**config.mk**
```make
export PLATFORM = sky130hd
export DESIGN_NAME = timer_dev
export DESIGN_NICKNAME = d
export VERILOG_FILES = /design/src/rtl/timer_dev.sv
export SDC_FILE = /design/constraint.sdc
export NUM_CORES = 1
export LEC_CHECK = 0
export CAP_MARGIN = 20
export CORE_UTILIZATION = 25
export CTS_BUF_LIST = sky130_fd_sc_hd__clkbuf_16
export DETAILED_ROUTE_END_ITERATION = 10
export PLACE_DENSITY = 0.43
export SLEW_MARGIN = 10
export SYNTH_ARGS = -nofsm -noshare
export SYNTH_HDL_FRONTEND = slang
export SYNTH_SLANG_ARGS = --single-unit
```
**constraint.sdc**
```tcl
create_clock -name clk -period 8.16 [get_ports clk]
set_input_delay 2.448 -clock clk [delete_from_list [all_inputs] [get_ports clk]]
set_output_delay 2.448 -clock clk [all_outputs]
set_load 0.03 [all_outputs]
```
**src/rtl/timer_dev.sv**
```systemverilog
// rtl/timer_dev.sv - programmable down-counting timer with one-shot/auto-reload modes and masked interrupt
module timer_dev (
    input  logic        clk,
    input  logic        rst_n,
    input  logic [3:2]  DevAddr,
    input  logic        WE,
    input  logic [31:0] WD,
    output logic [31:0] RD,
    output logic        Irq
);

    typedef enum logic [1:0] {
        IDLE,
        LOAD,
        CNT,
        INT
    } state_t;

    state_t      state_q, state_d;
    logic [3:0]  ctrl_q, ctrl_d;      // [0] enable, [2:1] mode, [3] irq mask
    logic [31:0] preset_q, preset_d;
    logic [31:0] count_q, count_d;
    logic        irq_pend_q, irq_pend_d;

    logic        ctrl_wr;
    logic        preset_wr;
    logic        auto_reload;
    logic        pend_set;
    logic        pend_clr_load;
    logic        en_clr;

    assign ctrl_wr     = WE && (DevAddr == 2'd0);
    assign preset_wr   = WE && (DevAddr == 2'd1);
    // Only mode 01 reloads; 10 and 11 fall back to one-shot.
    assign auto_reload = (ctrl_q[2:1] == 2'b01);

    // Next state and COUNT update; also flags the side effects on CTRL and irq_pend.
    always_comb begin
        state_d       = state_q;
        count_d       = count_q;
        pend_set      = 1'b0;
        pend_clr_load = 1'b0;
        en_clr        = 1'b0;
        case (state_q)
            IDLE: begin
                if (ctrl_q[0]) begin
                    state_d = LOAD;
                end
            end
            LOAD: begin
                count_d       = preset_q;
                state_d       = CNT;
                // In auto-reload this ends the one-cycle pulse raised by INT.
                pend_clr_load = auto_reload;
            end
            CNT: begin
                if (!ctrl_q[0]) begin
                    state_d = IDLE;
                end else if (count_q <= 32'd1) begin
                    // Saturate at zero so PRESET=0 behaves like PRESET=1.
                    count_d = 32'd0;
                    state_d = INT;
                end else begin
                    count_d = count_q - 32'd1;
                end
            end
            INT: begin
                pend_set = 1'b1;
                if (auto_reload) begin
                    state_d = LOAD;
                end else begin
                    state_d = IDLE;
                    en_clr  = 1'b1;
                end
            end
            default: begin
                state_d = IDLE;
            end
        endcase
    end

    // Register file next values: a software CTRL write beats the hardware enable
    // clear, while the hardware pending set beats the software pending clear.
    always_comb begin
        ctrl_d     = ctrl_q;
        preset_d   = preset_q;
        irq_pend_d = irq_pend_q;
        if (ctrl_wr) begin
            ctrl_d = WD[3:0];
        end else if (en_clr) begin
            ctrl_d = {ctrl_q[3:1], 1'b0};
        end
        if (preset_wr) begin
            preset_d = WD;
        end
        if (pend_set) begin
            irq_pend_d = 1'b1;
        end else if (ctrl_wr || pend_clr_load) begin
            irq_pend_d = 1'b0;
        end
    end

    // State and register update with synchronous active-low reset.
    always_ff @(posedge clk) begin
        if (!rst_n) begin
            state_q    <= IDLE;
            ctrl_q     <= 4'd0;
            preset_q   <= 32'd0;
            count_q    <= 32'd0;
            irq_pend_q <= 1'b0;
        end else begin
            state_q    <= state_d;
            ctrl_q     <= ctrl_d;
            preset_q   <= preset_d;
            count_q    <= count_d;
            irq_pend_q <= irq_pend_d;
        end
    end

    // Combinational read mux; the reserved slot reads as zero.
    always_comb begin
        RD = 32'd0;
        case (DevAddr)
            2'd0:    RD = {28'd0, ctrl_q};
            2'd1:    RD = preset_q;
            2'd2:    RD = count_q;
            default: RD = 32'd0;
        endcase
    end

    assign Irq = irq_pend_q & ctrl_q[3];

endmodule

```
==> results of run 1 <==
final cells by class:
| type | count | area share |
|---|---|---|
| Inverter | 8 | 0.00592 |
| Clock buffer | 9 | 0.0444 |
| Clock inverter | 6 | 0.0106 |
| Sequential cell | 71 | 0.280 |
| Multi-Input combinational cell | 388 | 0.460 |
| Timing Repair Buffer | 76 | 0.147 |
| Tap cell | 211 | 0.0520 |
final timing paths:
path,slack [ns],cells past startpoint,endpoint
worst max-delay path,1.12,5,RD[5]
worst min register to register,0.47,2,ctrl_q[1]
worst min-delay path,0.47,2,ctrl_q[1]
worst max register to register,5.02,5,count_q[14]
flip-flops by register name, indices dropped and copies added, names as in the netlist:
| name | cells |
|---|---|
| preset_q | 32 |
| ctrl_q | 4 |
| state_q | 2 |
| count_q | 32 |
| irq_pend_q | 1 |
layer usage:
metal / routed length [microns] / share of wire / track usage
met5: 0 / 0 / 0
met4: 242 / 0.017 / 0.0727
met3: 634 / 0.046 / 0.0355
met1: 6440 / 0.46 / 0.227
met2: 6580 / 0.47 / 0.290
power by group through the flow:
stage / clock [uW] / combinational [uW] / sequential (uW)
after floorplan: 0 / 58.4 / 365
final: 383 / 96.1 / 361
after detailed placement: 0 / 96.1 / 369
after global placement: 0 / 95.8 / 369
after CTS: 394 / 96.6 / 361
after global routing: 409 / 105 / 362
cell families (layout without fill, tap and decap cells):
group	after synthesis	in the layout	share of synthesized area
multiplexers	5	5	0.0126
XOR/XNOR	2	2	0.00441
AND/OR/NAND/NOR	205	205	0.254
AO/OA/AOI/OAI	174	174	0.304
flip-flops	71	71	0.358
adder cells (fa/ha/maj)	2	2	0.00630
buffers and inverters	58	99	0.0608
cell usage after synthesis (all sizes together), types with 2 or more instances:
master    n  area, sq um
and2      4         25.0
nand2    96          360
a221oi    2         17.5
and3      2         12.5
a211oi    2         15.0
or3      10         62.6
a31o      2         17.5
ha        2         25.0
nor2b     5         31.3
o31a      4         35.0
buf       7         50.0
a22o     28          245
a32o      9         90.1
or4      14          113
nand2b    3         18.8
a31oi    10         62.6
o22ai     6         37.5
mux2i     5         50.1
clkbuf   43          161
o21a      3         22.5
nor2     15         56.3
a32oi    13          114
xnor2     2         17.5
or2       3         18.8
a22oi     3         22.5
dfxtp    71         1420
o21ai    21          105
nand4     6         37.5
nor4     15         93.8
o311ai    2         17.5
inv       8         30.0
o2111ai   3         26.3
o211ai    3         22.5
a21oi    56          284
nand3    17         85.1
nor3     10         50.1
cells in the final DEF (no fill, tap or decap), types with 4 or more instances in the layout:
cell type,instances
a22o_1,28
nand4_1,6
clkdlybuf4s50_1,69
inv_1,8
o31a_1,4
buf_4,7
o22ai_1,6
o21ai_0,21
or3_1,10
a21oi_1,54
a31oi_1,10
and2_1,4
nor2_1,15
nor4_1,15
clkinv_2,4
nand3_1,17
a32o_1,9
dfxtp_1,71
nor3_1,10
mux2i_1,5
a32oi_1,13
or4_1,12
clkbuf_16,9
nand2_1,96
critical path, cell delays in order:
cell and delay [ns]:
clkdlybuf4s50_1 0.67, nor2b_2 0.20, buf_4 0.33, a22o_1 0.22, clkdlybuf4s50_1 0.68
metrics by stage:
step	power [uW]	util	instances	cell area, sq um
finish	840	0.330	769	5070
detailed placement	465	0.312	754	4790
global route	877	0.330	769	5070
floorplan	424	-	517	3970
global placement	465	0.312	754	4790
CTS	852	0.330	769	5070
==> results.ini, run 1 <==
[cts]
clock-sinks=71
clk_latency_ns=0.35
post_cts_buffers=0
cts-hold-fix-buffers=0
h-tree-depth=3
cts_tree=done
cts_resized=0
cts_root_buffer=clkbuf_16
cts.clk_slew.worst_paths_ns=0.05
cts_buffers=9
cts_buffer_depth=2

[timing]
finalSetupViolations=0
fin_ws_ns=1.12
fin_crit_sh=0.863
max-slew-margin-rel=0.308
fin_skew_ns=0.00688
min_period_ns=7.04
worstMarginPinSlew_ns=1.03
slew_violations=0
fmaxAchievable_mhz=142
rsz0062_at_grt=false
hold_violations=0
setup_tns_ns=0
whs_ns=0.469

[synth]
syn-num-nets=556
synth-seq-cells=71
synthFlopType=dfxtp_1
yosysUniqueCellTypes=53
avgSynthCellArea_sq_um=7.68
yosysSeqAreaShare=0.358
syn-cell-area_sq_um=3970
synth-async-reset-ratio=0
synth_edf_count=0
synth_warnings=0
synthCells=517

[placement]
dp_slack_ns=1.14
gp_congestion=0.835
place.port_buffers=69
hpwl_microns=9220

[layout]
multiInputGateArea_sq_um=2330
drive_above_1_share=0.0645
seq_area_sq_um=1420
nFillCells=1680
areaGrowthSynthToFinish_pct=27.8
nNetsFinal=593
antennaDiodeCount=0

[die]
core_area_sq_um=15400
die_h_microns=128
die-area_sq_um=16400
die_w_microns=128
rows=45
io_pins=70
initial_core_util=0.258

[critical_path]
r2r-start=count_q[18]
worstPathRequired_ns=5.71
crit_start=DevAddr[2]
cp-end-kind=primary output
cp-start-kind=input pin
crit_fanout=30
cp.arrival_ns=4.60
crit_type=in2out

[pwr]
power_switching_uw=215
p_clk_frac=0.456
power_frac_comb=0.114
switching_share=0.256
power_density_nw_per_um2=166
p_leak_uw=0.00177
p_int_uw=625
seq_power_share=0.430
peakVddDrop_v=0.0000816

[global_routing]
grtUsageTotal=0.177
grt_antenna_before_repair=0
grt_pass1_vias=4041
grt_pass1_wl_microns=22100
grt_max_degree=55
grt-ovfl-total=0

[route]
route.detailed.drc=0
wl_per_cell_microns=18.1
dr.first_iter.drc_count=202
dr.pass1.iters=4
viasPerCell=5.39
ant_nets=0
drt_wl_total_microns=13900
vias=4142

[hold_path]
hp-class=reg2reg
hp-start=ctrl_q[1]

[flow_run]
maxCapViolCount=0

[run_status]
outcome=finished, final reports clean

Note: power is estimated with default switching activity, not from simulation.
==> run 2: changes to the inputs <==
- CORE_UTILIZATION: 25 -> 55
- PLACE_DENSITY: 0.43 -> 0.82
==> results.ini, run 2 (synthesized netlist as in run 1, its figures left out) <==
[run_status]
outcome=finished, final reports clean

[hold_path]
hp-class=reg2reg

[critical_path]
crit_chain=clkdlybuf4s50_1, nor2b_2, buf_4, a22o_1, clkdlybuf4s50_1
worst_path_max_delay_cell=clkdlybuf4s50_1
crit_type=in2out
cp.arrival_ns=4.96
worstPathRequired_ns=5.71
crit_family=buffers and inverters
cp-start-kind=input pin
cpMostUsedCell=clkdlybuf4s50_1
crit_fanout=18
cp-end-kind=primary output
max_stage_delay_ns=0.67
cp.buffers_inverters=3

[timing]
min_period_ns=7.40
fin_skew_ns=0.00648
fmaxAchievable_mhz=135
max-slew-margin-rel=0.270
rsz0062_at_grt=false
hold_violations=0
setup_tns_ns=0
slew_violations=0
finalSetupViolations=0
worstMarginPinSlew_ns=1.08
fin_crit_sh=0.907

[route]
ant_nets=0
drt_wl_total_microns=12200
dr.first_iter.drc_count=558
vias=4391
route.detailed.drc=0
dr.pass1.iters=5
wl_per_cell_microns=18.6
viasPerCell=6.71

[layout]
antennaDiodeCount=0
multiInputGateArea_sq_um=2320
areaGrowthSynthToFinish_pct=25.5
drive_above_1_share=0.0645
nFillCells=542
nNetsFinal=592
final_common_cell=nand2_1
seq_area_sq_um=1420
layout_common_cells=nand2_1, dfxtp_1, clkdlybuf4s50_1
largestRegisters=count_q (32), preset_q (32), ctrl_q (4)

[cts]
h-tree-depth=3
clk_latency_ns=0.34
cts-hold-fix-buffers=0
clock-sinks=71
cts_root_buffer=clkbuf_16
cts_buffers=9
cts_buffer_depth=2
cts_tree=done
post_cts_buffers=0
cts.clk_slew.worst_paths_ns=0.05
cts_resized=0

[global_routing]
grtUsageTotal=0.325
grt_pass1_vias=3902
grt_pass1_wl_microns=19200
grt_max_degree=55
grt_antenna_before_repair=0
grt-ovfl-total=0

[die]
rows=30
die-area_sq_um=7560
core_area_sq_um=6870
die_w_microns=87.0
initial_core_util=0.578
io_pins=70
die_h_microns=87.0

[pwr]
power_frac_comb=0.105
power.total_uw=906
switching_share=0.238
power_switching_uw=215
p_clk_frac=0.496
power_density_nw_per_um2=182
p_leak_uw=0.00178
p_int_uw=690
seq_power_share=0.399
peakVddDrop_v=0.000115

[placement]
gp_congestion=0.956
hpwl_microns=7670
place.port_buffers=69

[flow_run]
maxCapViolCount=0

-- run 2: tightest hold or removal path: stages (launching register included) --
cell and delay [ns]:
dfxtp_1 0.30, nand3_1 0.06, a21oi_1 0.06
-- run 2: area by class of cell --
cell class / count / share of cell area
Multi-Input combinational cell: 388 / 0.466
Inverter: 8 / 0.00603
Tap cell: 96 / 0.0241
Clock inverter: 7 / 0.0224
Sequential cell: 71 / 0.285
Timing Repair Buffer: 75 / 0.151
Clock buffer: 9 / 0.0452
-- run 2: power groups by stage --
stage	Sequential, uW	Combinational [uW]	Clock (uW)
after floorplan	365	58.4	0
after global placement	369	89.0	0
after detailed placement	369	91.8	0
after CTS	361	92.6	447
after global routing	362	102	461
final	362	94.7	449
-- run 2: per-stage QoR --
stage                     utilization  setup slack [ns]  area [sq um]  hold WS (ns)  cells
after floorplan                     -              1.86          3970         0.443    517
after global placement          0.672             0.913          4620         0.453    636
after detailed placement        0.674             0.801          4630         0.462    637
after CTS                       0.723             0.787          4970         0.469    653
after global routing            0.725             0.621          4980         0.494    654
final                           0.725             0.756          4980         0.469    654
-- run 2: per-layer routing --
metal  up-vias  track usage  wire [microns]
li1       2018            -               -
met1      2076        0.431            5100
met2       254        0.529            5740
met3        43       0.0578            1010
met4         0        0.117             307
met5         -            0               0
-- run 2: final timing paths --
kind / from / endpoint / slack [ns] / cells past startpoint
max: DevAddr[2] / RD[10] / 0.76 / 5
min: irq_pend_q / irq_pend_q / 0.47 / 2
max reg2reg: count_q[13] / count_q[14] / 4.82 / 6
min reg2reg: irq_pend_q / irq_pend_q / 0.47 / 2
==> run 3: changes to the inputs <==
- ABC_CLOCK_PERIOD_IN_PS: unset -> 8160
- CORE_MARGIN: unset -> 8
==> results.ini, run 3 (synthesized netlist as in run 1, its figures left out) <==
[route]
drt_wl_total_microns=12100
dr.pass1.iters=5
dr.first_iter.drc_count=355
ant_nets=0
wl_per_cell_microns=18.4
route.detailed.drc=0
viasPerCell=6.58
vias=4312

[cts]
cts_buffer_depth=2
post_cts_buffers=0
clock-sinks=71
cts-hold-fix-buffers=0
cts.clk_slew.worst_paths_ns=0.06
clk_latency_ns=0.33
cts_tree=done
cts_resized=0
h-tree-depth=3
cts_buffers=9
cts_root_buffer=clkbuf_16

[placement]
place_inst=638
place.port_buffers=69
hpwl_microns=7950
gp_congestion=0.978

[critical_path]
crit_start=DevAddr[2]
cp-start-kind=input pin
cp-end-kind=primary output
cp.arrival_ns=4.93
r2r-start=count_q[13]
crit_end=RD[25]
r2r_slack_ns=4.86
worstReg2RegEnd=count_q[14]
worstRegToRegCells=6
crit_type=in2out
crit_fanout=18
worstPathRequired_ns=5.71

[pwr]
power.total_uw=869
p_leak_uw=0.00176
power_density_nw_per_um2=176
peakVddDrop_v=0.000117

[timing]
rsz0062_at_grt=false
hold_violations=0
fmaxAchievable_mhz=136
min_period_ns=7.37
finalSetupViolations=0
fin_crit_sh=0.904
worstMarginPinSlew_ns=1.12
max-slew-margin-rel=0.247
whs_ns=0.473
setup_tns_ns=0
slew_violations=0
fin_skew_ns=0.00372

[layout]
layout_common_cells=nand2_1, dfxtp_1, clkdlybuf4s50_1
areaGrowthSynthToFinish_pct=24.5
final_util=0.692
final_common_cell=nand2_1
drive_above_1_share=0.0629
nFillCells=619
largestRegisters=count_q (32), preset_q (32), ctrl_q (4)
antennaDiodeCount=0
fin_cells=655
nNetsFinal=590

[die]
rows=31
initial_core_util=0.556
io_pins=70
die_h_microns=101
core_area_sq_um=7140
die_w_microns=101
die-area_sq_um=10200

[global_routing]
grtUsageTotal=0.236
grt_antenna_before_repair=0
grt-ovfl-total=0
grt_pass1_wl_microns=19700
grt_pass1_vias=3947
grt_max_degree=55

[run_status]
outcome=finished, final reports clean

[flow_run]
maxCapViolCount=0

[hold_path]
hp-class=reg2reg

run 3: cell types whose count changed in the layout (fill, tap and decap cells not counted):
cell,before,now
clkinv_4,0,1
bufinv_16,3,2
and2_2,0,1
clkinv_2,2,3
and2_1,4,3
buf_4,4,3
clkinvlp_4,1,0
buf_8,2,1
run 3: critical path: stages:
cell and delay (ns):
clkdlybuf4s50_1 0.68, nor2b_2 0.58, buf_4 0.36, a22o_1 0.17
clkdlybuf4s50_1 0.67
run 3: layout make-up:
class / count / area (sq um) / share of cell area
multi-input cells: 388 / 2320 / 0.470
flip-flops and latches: 71 / 1420 / 0.288
repair buffers: 73 / 728 / 0.147
clock buffers: 9 / 225 / 0.0456
well taps: 99 / 124 / 0.0251
clock inverters: 7 / 87.6 / 0.0177
inverters: 8 / 30.0 / 0.00608
run 3: worst min path at each step:
stage	start	endpoint	slack (ns)	cells past startpoint
global placement	irq_pend_q	irq_pend_q	0.45	2
detailed placement	preset_q[9]	preset_q[9]	0.47	2
CTS	preset_q[31]	preset_q[31]	0.47	2
floorplan	irq_pend_q	irq_pend_q	0.44	2
finish	irq_pend_q	irq_pend_q	0.47	2
global route	preset_q[11]	preset_q[11]	0.50	2
run 3: metal layers:
metal | wire length [microns] | vias to the layer above | GRT usage | share of wire
met2 | 5770 | 202 | 0.390 | 0.48
met4 | 201 | 0 | 0.0848 | 0.017
met3 | 985 | 24 | 0.0401 | 0.082
met5 | 0 | - | 0 | 0
met1 | 5100 | 2076 | 0.301 | 0.42
li1 | - | 2010 | - | -
run 3: power breakdown:
group          total (uW)  switching [uW]  internal, uW  leakage [uW]
Sequential            362            7.89           354      0.000575
Combinational        93.5            53.9          39.6       0.00103
Clock                 414             149           265      0.000157
run 3: metrics by stage:
step | setup WS (ns) | instance area [sq um]
floorplan | 1.86 | 3970
global placement | 0.902 | 4610
detailed placement | 0.823 | 4610
CTS | 0.819 | 4920
global route | 0.650 | 4940
finish | 0.787 | 4940
